## src/rtl/clock_divider_pkg.sv

```systemverilog
// Shared constants and helpers for the multi-channel clock divider.
// Mode encodings and the channel-select width used by the top-level decode.
package clock_divider_pkg;

  localparam logic MODE_TOGGLE = 1'b0;
  localparam logic MODE_PULSE  = 1'b1;

  // Width of a channel index; a single channel still gets a 1-bit select.
  function automatic int ch_w(input int n);
    return (n <= 2) ? 1 : $clog2(n);
  endfunction

endpackage

```

## src/rtl/clock_divider_channel.sv

```systemverilog
// One divider channel: counter, active/shadow divisor pair, and registered
// slow-clock, tick and pending outputs.
module clock_divider_channel
  import clock_divider_pkg::*;
#(
  parameter int          CNT_W     = 24,
  parameter int unsigned DIV_RESET = 10000000
) (
  input  logic             clk,
  input  logic             reset,
  input  logic             enable,
  input  logic             mode,
  input  logic             load,
  input  logic [CNT_W-1:0] load_data,
  input  logic             sync_restart,
  output logic             slw_clk,
  output logic             tick,
  output logic             pending
);

  localparam logic [CNT_W-1:0] DIV_INIT = CNT_W'(DIV_RESET);

  logic [CNT_W-1:0] cnt;
  logic [CNT_W-1:0] div_active;
  logic [CNT_W-1:0] div_shadow;
  logic             wrap;

  // >= rather than == so a held count left above a smaller divisor
  // (applied while disabled) still wraps on the next enabled edge.
  assign wrap = enable && (cnt >= div_active);

  always_ff @(posedge clk) begin
    if (reset) begin
      cnt        <= '0;
      div_active <= DIV_INIT;
      div_shadow <= DIV_INIT;
      slw_clk    <= 1'b0;
      tick       <= 1'b0;
      pending    <= 1'b0;
    end else if (sync_restart) begin
      cnt     <= '0;
      slw_clk <= 1'b0;
      tick    <= 1'b0;
      pending <= 1'b0;
      if (load) begin
        div_active <= load_data;
        div_shadow <= load_data;
      end else if (pending) begin
        div_active <= div_shadow;
      end
    end else begin
      if (enable) begin
        if (wrap) begin
          cnt     <= '0;
          tick    <= 1'b1;
          slw_clk <= (mode == MODE_TOGGLE) ? ~slw_clk : 1'b0;
        end else begin
          cnt  <= cnt + CNT_W'(1);
          tick <= 1'b0;
          if (mode == MODE_PULSE) slw_clk <= 1'b0;
        end
      end else begin
        tick <= 1'b0;
        if (mode == MODE_PULSE) slw_clk <= 1'b0;
      end

      // A write on a wrap edge stays pending so the period just started
      // keeps the divisor it began with.
      if (load) begin
        div_shadow <= load_data;
        pending    <= 1'b1;
      end else if (pending && (wrap || !enable)) begin
        div_active <= div_shadow;
        pending    <= 1'b0;
      end
    end
  end

endmodule

```

## src/rtl/multi_clock_divider.sv

```systemverilog
// N-channel programmable clock divider: decodes divisor writes to one
// channel and fans the phase-align strobe out to every channel.
module multi_clock_divider
  import clock_divider_pkg::*;
#(
  parameter int          NUM_CH    = 2,
  parameter int          CNT_W     = 24,
  parameter int unsigned DIV_RESET = 10000000
) (
  input  logic                      clk,
  input  logic                      reset,
  input  logic [NUM_CH-1:0]         enable,
  input  logic [NUM_CH-1:0]         mode,
  input  logic                      load_div,
  input  logic [ch_w(NUM_CH)-1:0]   load_ch,
  input  logic [CNT_W-1:0]          load_data,
  input  logic                      sync_restart,
  output logic [NUM_CH-1:0]         slw_clk,
  output logic [NUM_CH-1:0]         tick,
  output logic [NUM_CH-1:0]         pending
);

  localparam int CH_W = ch_w(NUM_CH);

  logic [NUM_CH-1:0] load_sel;

  // Only indices below NUM_CH are decoded, so out-of-range selects hit nothing.
  always_comb begin
    load_sel = '0;
    for (int i = 0; i < NUM_CH; i++) begin
      load_sel[i] = load_div && (load_ch == CH_W'(i));
    end
  end

  for (genvar i = 0; i < NUM_CH; i++) begin : g_ch
    clock_divider_channel #(
      .CNT_W     (CNT_W),
      .DIV_RESET (DIV_RESET)
    ) u_ch (
      .clk          (clk),
      .reset        (reset),
      .enable       (enable[i]),
      .mode         (mode[i]),
      .load         (load_sel[i]),
      .load_data    (load_data),
      .sync_restart (sync_restart),
      .slw_clk      (slw_clk[i]),
      .tick         (tick[i]),
      .pending      (pending[i])
    );
  end

endmodule
```

## config.mk

```make
export PLATFORM = sky130hd
export DESIGN_NAME = multi_clock_divider
export DESIGN_NICKNAME = d
export VERILOG_FILES = /design/src/rtl/clock_divider_pkg.sv /design/src/rtl/clock_divider_channel.sv /design/src/rtl/multi_clock_divider.sv
export SDC_FILE = /design/constraint.sdc
export NUM_CORES = 1
export LEC_CHECK = 0
export BUFFER_PORTS_ARGS = -buffer_cell sky130_fd_sc_hd__buf_2
export CAP_MARGIN = 15
export CELL_PAD_IN_SITES_DETAIL_PLACEMENT = 1
export CELL_PAD_IN_SITES_GLOBAL_PLACEMENT = 1
export CORE_MARGIN = 10
export CORE_UTILIZATION = 43
export CTS_BUF_LIST = sky130_fd_sc_hd__clkbuf_16
export DETAILED_ROUTE_END_ITERATION = 12
export PLACE_DENSITY_LB_ADDON = 0.1
export SLEW_MARGIN = 20
export SYNTH_ARGS = -nofsm -noshare
export SYNTH_HDL_FRONTEND = slang
export SYNTH_SLANG_ARGS = --single-unit
```

## constraint.sdc

```tcl
create_clock -name clk -period 3.4 [get_ports clk]
set_input_delay 0 -clock clk [delete_from_list [all_inputs] [get_ports clk]]
set_output_delay 0 -clock clk [all_outputs]
set_load 0.01 [all_outputs]
```

==> After elaboration in Yosys (flattened, before gate mapping) <==
Cells that the tools add are included.
{ "totals": {"regBits": 150, "out_inout_bits": 6, "word_cells": 70} }
{ "classes": {"add_sub_neg": 2, "order_cmp": 2, "n_eq_ne": 4, "muxes": 26, "n_bitwise": 5, "reduce_logical": 19} }
{ "ops": {"columns": ["cell", "n"], "rows": [
  ["2-to-1 mux 24 bit", 12],
  ["adder 24 x 1 -> 24 bit, second input constant", 2],
  [">= comparator 24 bit", 2],
  ["2-to-1 mux 1 bit", 14],
  ["nonzero test 2 bit", 4],
  ["logical AND 1 bit", 6],
  ["inequality test 3 x 1 -> 1 bit, second input constant", 2],
  ["AND reduction 3 bit", 2],
  ["OR reduction 3 bit", 2],
  ["NOT 1 bit", 5],
  ["inequality test 2 bit, second input constant", 2],
  ["zero test 1 bit", 2],
  ["logical OR 1 bit", 2],
  ["OR reduction 2 bit", 1]
]} }

==> Logic depth before layout (Yosys ltp) <==
{ "depth": {"depth_word": 7, "depth_mapped": 11, "depth_no_buf": 8} }

==> Modules after synthesis <==
From an unflattened synthesis, not the netlist that was laid out.
{ "unflattened": {"cells_unflattened": 852, "area_unflattened_um2": 7766.2} }
{ "by_module_without_submodules": {"columns": ["mod", "n_inst", "cells_per_inst", "area_each_um2", "seq_area_each_um2"], "rows": [
  ["clock_divider_channel", 2, 425, 3875.0, 1501.4],
  ["multi_clock_divider", 1, 2, 16.3, 0.0]
]} }

==> Worst setup path after synthesis <==
No wires, ideal clock.
{ "synth_path": {"path_type": "register -> register", "from": "reg g_ch[1].u_ch.div_active[17]", "to": "reg g_ch[1].u_ch.div_active[11]", "t_arrival_ns": 2.191, "setup_slack_ns": 1.066, "stages_incl_launch_ff": 12, "synth_period_minus_slack_ns": 2.334, "path_cell_list": "dfxtp_1 -> inv_1 -> ha_1 -> a21o_1 -> a221o_1 -> a221oi_2 -> a32o_1 -> buf_2 -> or2_1 -> buf_6 -> buf_6 -> a211oi_2"} }
{ "synth_via": {"elab_chain_len": 6} }
{ "synth_lines": {"columns": ["element", "line_no", "source"], "rows": [
  ["start, declared", "clock_divider_channel.sv:24", "logic [CNT_W-1:0] div_active;"],
  ["start signal, assigned", "clock_divider_channel.sv:46", "div_active <= load_data;"],
  ["start signal, assigned", "clock_divider_channel.sv:49", "div_active <= div_shadow;"],
  ["start signal, assigned", "clock_divider_channel.sv:73", "div_active <= div_shadow;"],
  [">= comparator 24 bit", "clock_divider_channel.sv:30", "assign wrap = enable && (cnt >= div_active);"],
  ["logical AND 1 bit", "clock_divider_channel.sv:30", null],
  ["logical OR 1 bit", "clock_divider_channel.sv:72", "end else if (pending && (wrap || !enable)) begin"],
  ["logical AND 1 bit", "clock_divider_channel.sv:72", null],
  ["nonzero test 2 bit (no source line)", null, null],
  ["AND reduction 3 bit (no source line)", null, null]
]} }
No other way between the ends.
A chain may end at the register's enable or synchronous reset.

==> Worst setup path after layout <==
{ "layout_path": {"from": "reg g_ch[0].u_ch.div_active[14]", "to": "reg g_ch[0].u_ch.cnt[23]"} }
{ "layout_via": {"elab_chain_len": 3} }
{ "layout_lines": {"columns": ["element", "line_no", "source"], "rows": [
  ["start, declared", "clock_divider_channel.sv:24", null],
  ["start signal, assigned", "clock_divider_channel.sv:46", null],
  ["start signal, assigned", "clock_divider_channel.sv:49", null],
  ["start signal, assigned", "clock_divider_channel.sv:73", null],
  [">= comparator 24 bit", "clock_divider_channel.sv:30", null],
  ["logical AND 1 bit", "clock_divider_channel.sv:30", null],
  ["2-to-1 mux 24 bit", "clock_divider_channel.sv:53", "if (wrap) begin"],
  ["end signal, assigned", "clock_divider_channel.sv:58", "cnt <= cnt + CNT_W'(1);"],
  ["end, declared", "clock_divider_channel.sv:23", "logic [CNT_W-1:0] cnt;"]
]} }
No other way between the ends.

==> reports/qor.csv <==
stage,metric,value,unit
clock_tree,post_cts_resized,0,
yosys,ys.flop_type,dfxtp_1,
yosys,syn-cell-area,8080,µm²
critical_path,crit_path_max_fanout,13,
clock_tree,numCtsBuffers,17,
floorplanning,num_rows,50,
critical_path,cp_slowest_cell,a21boi_1,
floorplanning,dieArea,24700,µm²
global_route,grtUsageMet1,24.3,%
critical_path,cp_slowest_stage_delay,0.66,ns
routing,post_drt_wl_per_cell,19.9,µm
critical_path,worst_ep_required_time,3.67,ns
routing,vias,7078,
cells_and_area,post-route-cell-area,9330,µm²
yosys,synth_edf_count,0,
clock_tree,cts_tree,built,
timing,final_max_slew_viol_count,0,
cells_and_area,syn2layout_area_growth,15.4,%
critical_path,crit_buf_inv,2,
timing,hold_viol,0,
critical_path,rrSetupSlack,0.61,ns
yosys,yosysSeqAreaShare,37.1,%
placed_design,io_buffer_count,38,
routing,drt_iter0_markers,355,
clock_tree,clk_latency,0.43,ns
min_path,min_to,g_ch[1].u_ch.slw_clk,
global_route,grt_overflow,0,
cells_and_area,utilization,50.2,%
clock_tree,clk_pin_slew_worst_paths,0.06,ns
clock_tree,cts-root-buf,clkbuf_16,
global_route,top_usage_layer,met2,
yosys,syn_avg_cell_area,8.51,µm²
global_route,gr-usage-met2,37.1,%
timing,layout_min_cycle_time,2.79,ns
timing,period_share,82.0,%
cells_and_area,mostFrequentLayoutCells,"150 x dfxtp_1, 140 x nand2_1, 57 x a21oi_1",
floorplanning,ioPinCount,39,
global_route,antenna_found_initial,0,
cells_and_area,diodes,0,
critical_path,path_common_cell,a21boi_1,
clock_tree,cts.sinks,150,
outcome,status,completed,
timing,setup_viol,0,
critical_path,cp.arrival,3.06,ns
global_route,grt_pass1_wl,40.7,mm
placed_design,dp_hpwl,17.6,mm
yosys,ys_seq_elements,150,
timing,timing.fmax,359,MHz
floorplanning,die_h,157,µm
critical_path,worstSetupPathType,reg2reg,
pwr,power_density,455,nW/µm²
floorplanning,die_x,157,µm
min_path,hold_path.class,in2reg,
yosys,yosys_warnings,0,
timing,setup_ws,0.611,ns
yosys,synth_cells,950,
critical_path,path_delay_family,compound AO/OA/AOI/OAI gates,
global_route,grt_max_degree,88,
floorplanning,placeableCoreArea,18600,µm²
critical_path,crit_path_cell_trace,inv_1 -> ha_1 -> nand4_1 -> nor4_1 -> a21boi_1 -> a21boi_1 -> buf_4 -> nor3_1,
routing,drc_errors,0,
critical_path,r2r_start,g_ch[0].u_ch.div_active[14],
routing,finalWirelength,24.7,mm
critical_path,worstSetupEndpointType,register,
timing,setup_tns,0,ns
critical_path,worst_setup_path_start_kind,register,
pwr,ir_drop,0.322,mV
placed_design,dpl_cell_area,8420,µm²
min_path,holdPathStages,3,
pwr,p_leak,3.87,nW
global_route,grt_pass1_vias,7725,
routing,drt-vias-per-instance,5.70,
run,drv_cap,0,
global_route,met3_usage,3.44,%
yosys,syn_nets,1033,
cells_and_area,layout-drive-gt1-share,12.0,%
timing,clock_skew,0.0136,ns
timing,rsz0062_at_grt,no,
critical_path,reg2reg_to,g_ch[0].u_ch.cnt[23],
clock_tree,clockBufferDepth,2,
yosys,synth_cell_type_count,57,
min_path,hp-start,mode[1],
placed_design,place_ws,0.610,ns
critical_path,reg2reg_depth,8,
routing,drt_first_pass_iters,4,
timing,worst_slew_pin_slew,1.03,ns
placed_design,globalplace.congestion,0.874,
clock_tree,cts_max_level,4,
floorplanning,initial_core_util,43.5,%
cells_and_area,fin_nets,1078,
timing,relSlewSlack,31.5,%
routing,ant_nets,0,
global_route,grt_usage,20.7,%
cells_and_area,final_common_cell,dfxtp_1,
yosys,async_flop_share,0,%
[Yosys cell counts, types with 4 or more instances]
library cell | count | area share [%]
nand3_1 | 22 | 1.4
a31oi_1 | 4 | 0.31
and2_1 | 6 | 0.46
dfxtp_1 | 150 | 37
buf_4 | 7 | 0.65
and4_1 | 7 | 0.76
mux2i_1 | 51 | 6.3
nand4b_1 | 6 | 0.65
a221oi_1 | 17 | 1.8
mux2_2 | 15 | 2.1
xor2_1 | 27 | 2.9
a211oi_2 | 11 | 1.7
nor3_1 | 41 | 2.5
inv_1 | 53 | 2.5
nand2_1 | 140 | 6.5
nor4_1 | 5 | 0.39
nand2b_1 | 9 | 0.70
o21ai_0 | 43 | 2.7
buf_2 | 13 | 0.80
nor2_1 | 47 | 2.2
and3_1 | 12 | 0.93
a21oi_1 | 57 | 3.5
nand4_1 | 21 | 1.6
xnor2_1 | 11 | 1.2
clkbuf_1 | 38 | 1.8
nand3b_1 | 17 | 1.6
ha_1 | 50 | 7.7
a211o_1 | 10 | 1.1
a211oi_1 | 20 | 1.9
[timing repair]
item,in CTS,in global routing
setup buffers,0,0
hold endpoints to repair,60,0
setup endpoints to repair,0,0
hold buffers,32,0
[sequential cells by signal, indices dropped and copies added (netlist names)]
name and count:
g_ch.u_ch.cnt 48, g_ch.u_ch.tick 2, g_ch.u_ch.div_active 48, g_ch.u_ch.pending 2, g_ch.u_ch.div_shadow 48, g_ch.u_ch.slw_clk 2
[how the worst max path moves through the flow]
stage,depth (start not counted),slack [ns],from,endpoint
2_1_floorplan,11,1.07,g_ch[1].u_ch.div_active[17],g_ch[1].u_ch.div_active[11]
3_3_place_gp,7,0.71,g_ch[0].u_ch.cnt[2],g_ch[0].u_ch.div_active[7]
3_5_place_dp,8,0.61,g_ch[0].u_ch.div_active[22],g_ch[0].u_ch.cnt[5]
4_1_cts,9,0.58,g_ch[0].u_ch.div_active[13],g_ch[0].u_ch.cnt[23]
5_1_grt,8,0.22,g_ch[0].u_ch.div_active[22],g_ch[0].u_ch.cnt[20]
6_report,8,0.61,g_ch[0].u_ch.div_active[14],g_ch[0].u_ch.cnt[23]
[layout make-up]
cell class                 instances  area [µm²]
fill                            2204        9250
multi-input combinational        681        4560
sequential                       150        3000
timing repair buffer              91         683
clock buffer                      17         425
tap                              234         293
inverter                          54         203
clock inverter                    14         165
[worst min-delay path, cell delays in order]
cell     delay (ns)
buf_2          0.10
nor2_1         0.14
a311o_1        0.18
[report_power, final]
part / internal (W) / leakage [nW] / switching [W]
Combinational: 0.000169 / 2.35 / 0.000260
Clock: 0.00120 / 0.296 / 0.000754
Sequential: 0.00182 / 1.22 / 0.0000322
Total: 0.00319 / 3.87 / 0.00105
[through the flow]
| step | power [W] | std cells | hold WS (ns) |
|---|---|---|---|
| 2_1_floorplan | 0.00215 | 950 | 0.121 |
| 3_3_place_gp | 0.00227 | 1178 | 0.266 |
| 3_5_place_dp | 0.00229 | 1178 | 0.277 |
| 4_1_cts | 0.00427 | 1241 | 0.0147 |
| 5_1_grt | 0.00440 | 1241 | 0.0343 |
| 6_report | 0.00424 | 1241 | 0.0314 |
[logic make-up (layout without fill, tap and decap cells)]
family | count (synthesis) | after routing | share of synthesized area [%]
xor gates and xnor gates | 38 | 38 | 4.12
buffers and inverters | 119 | 176 | 6.53
muxes | 66 | 66 | 8.40
AOI/OAI and AO/OA | 182 | 182 | 15.3
and+or+nand+nor | 345 | 345 | 20.7
DFF | 150 | 150 | 37.1
adders and majority gates | 50 | 50 | 7.74
[layer usage]
| layer | up-vias | wire length (µm) | share of wire, % |
|---|---|---|---|
| li1 | 3448 | - | - |
| met3 | 25 | 536 | 2.2 |
| met2 | 59 | 12800 | 52 |
| met5 | - | 0 | 0 |
| met4 | 0 | 552 | 2.2 |
| met1 | 3546 | 10900 | 44 |
Note: power is estimated with default switching activity, not from simulation.
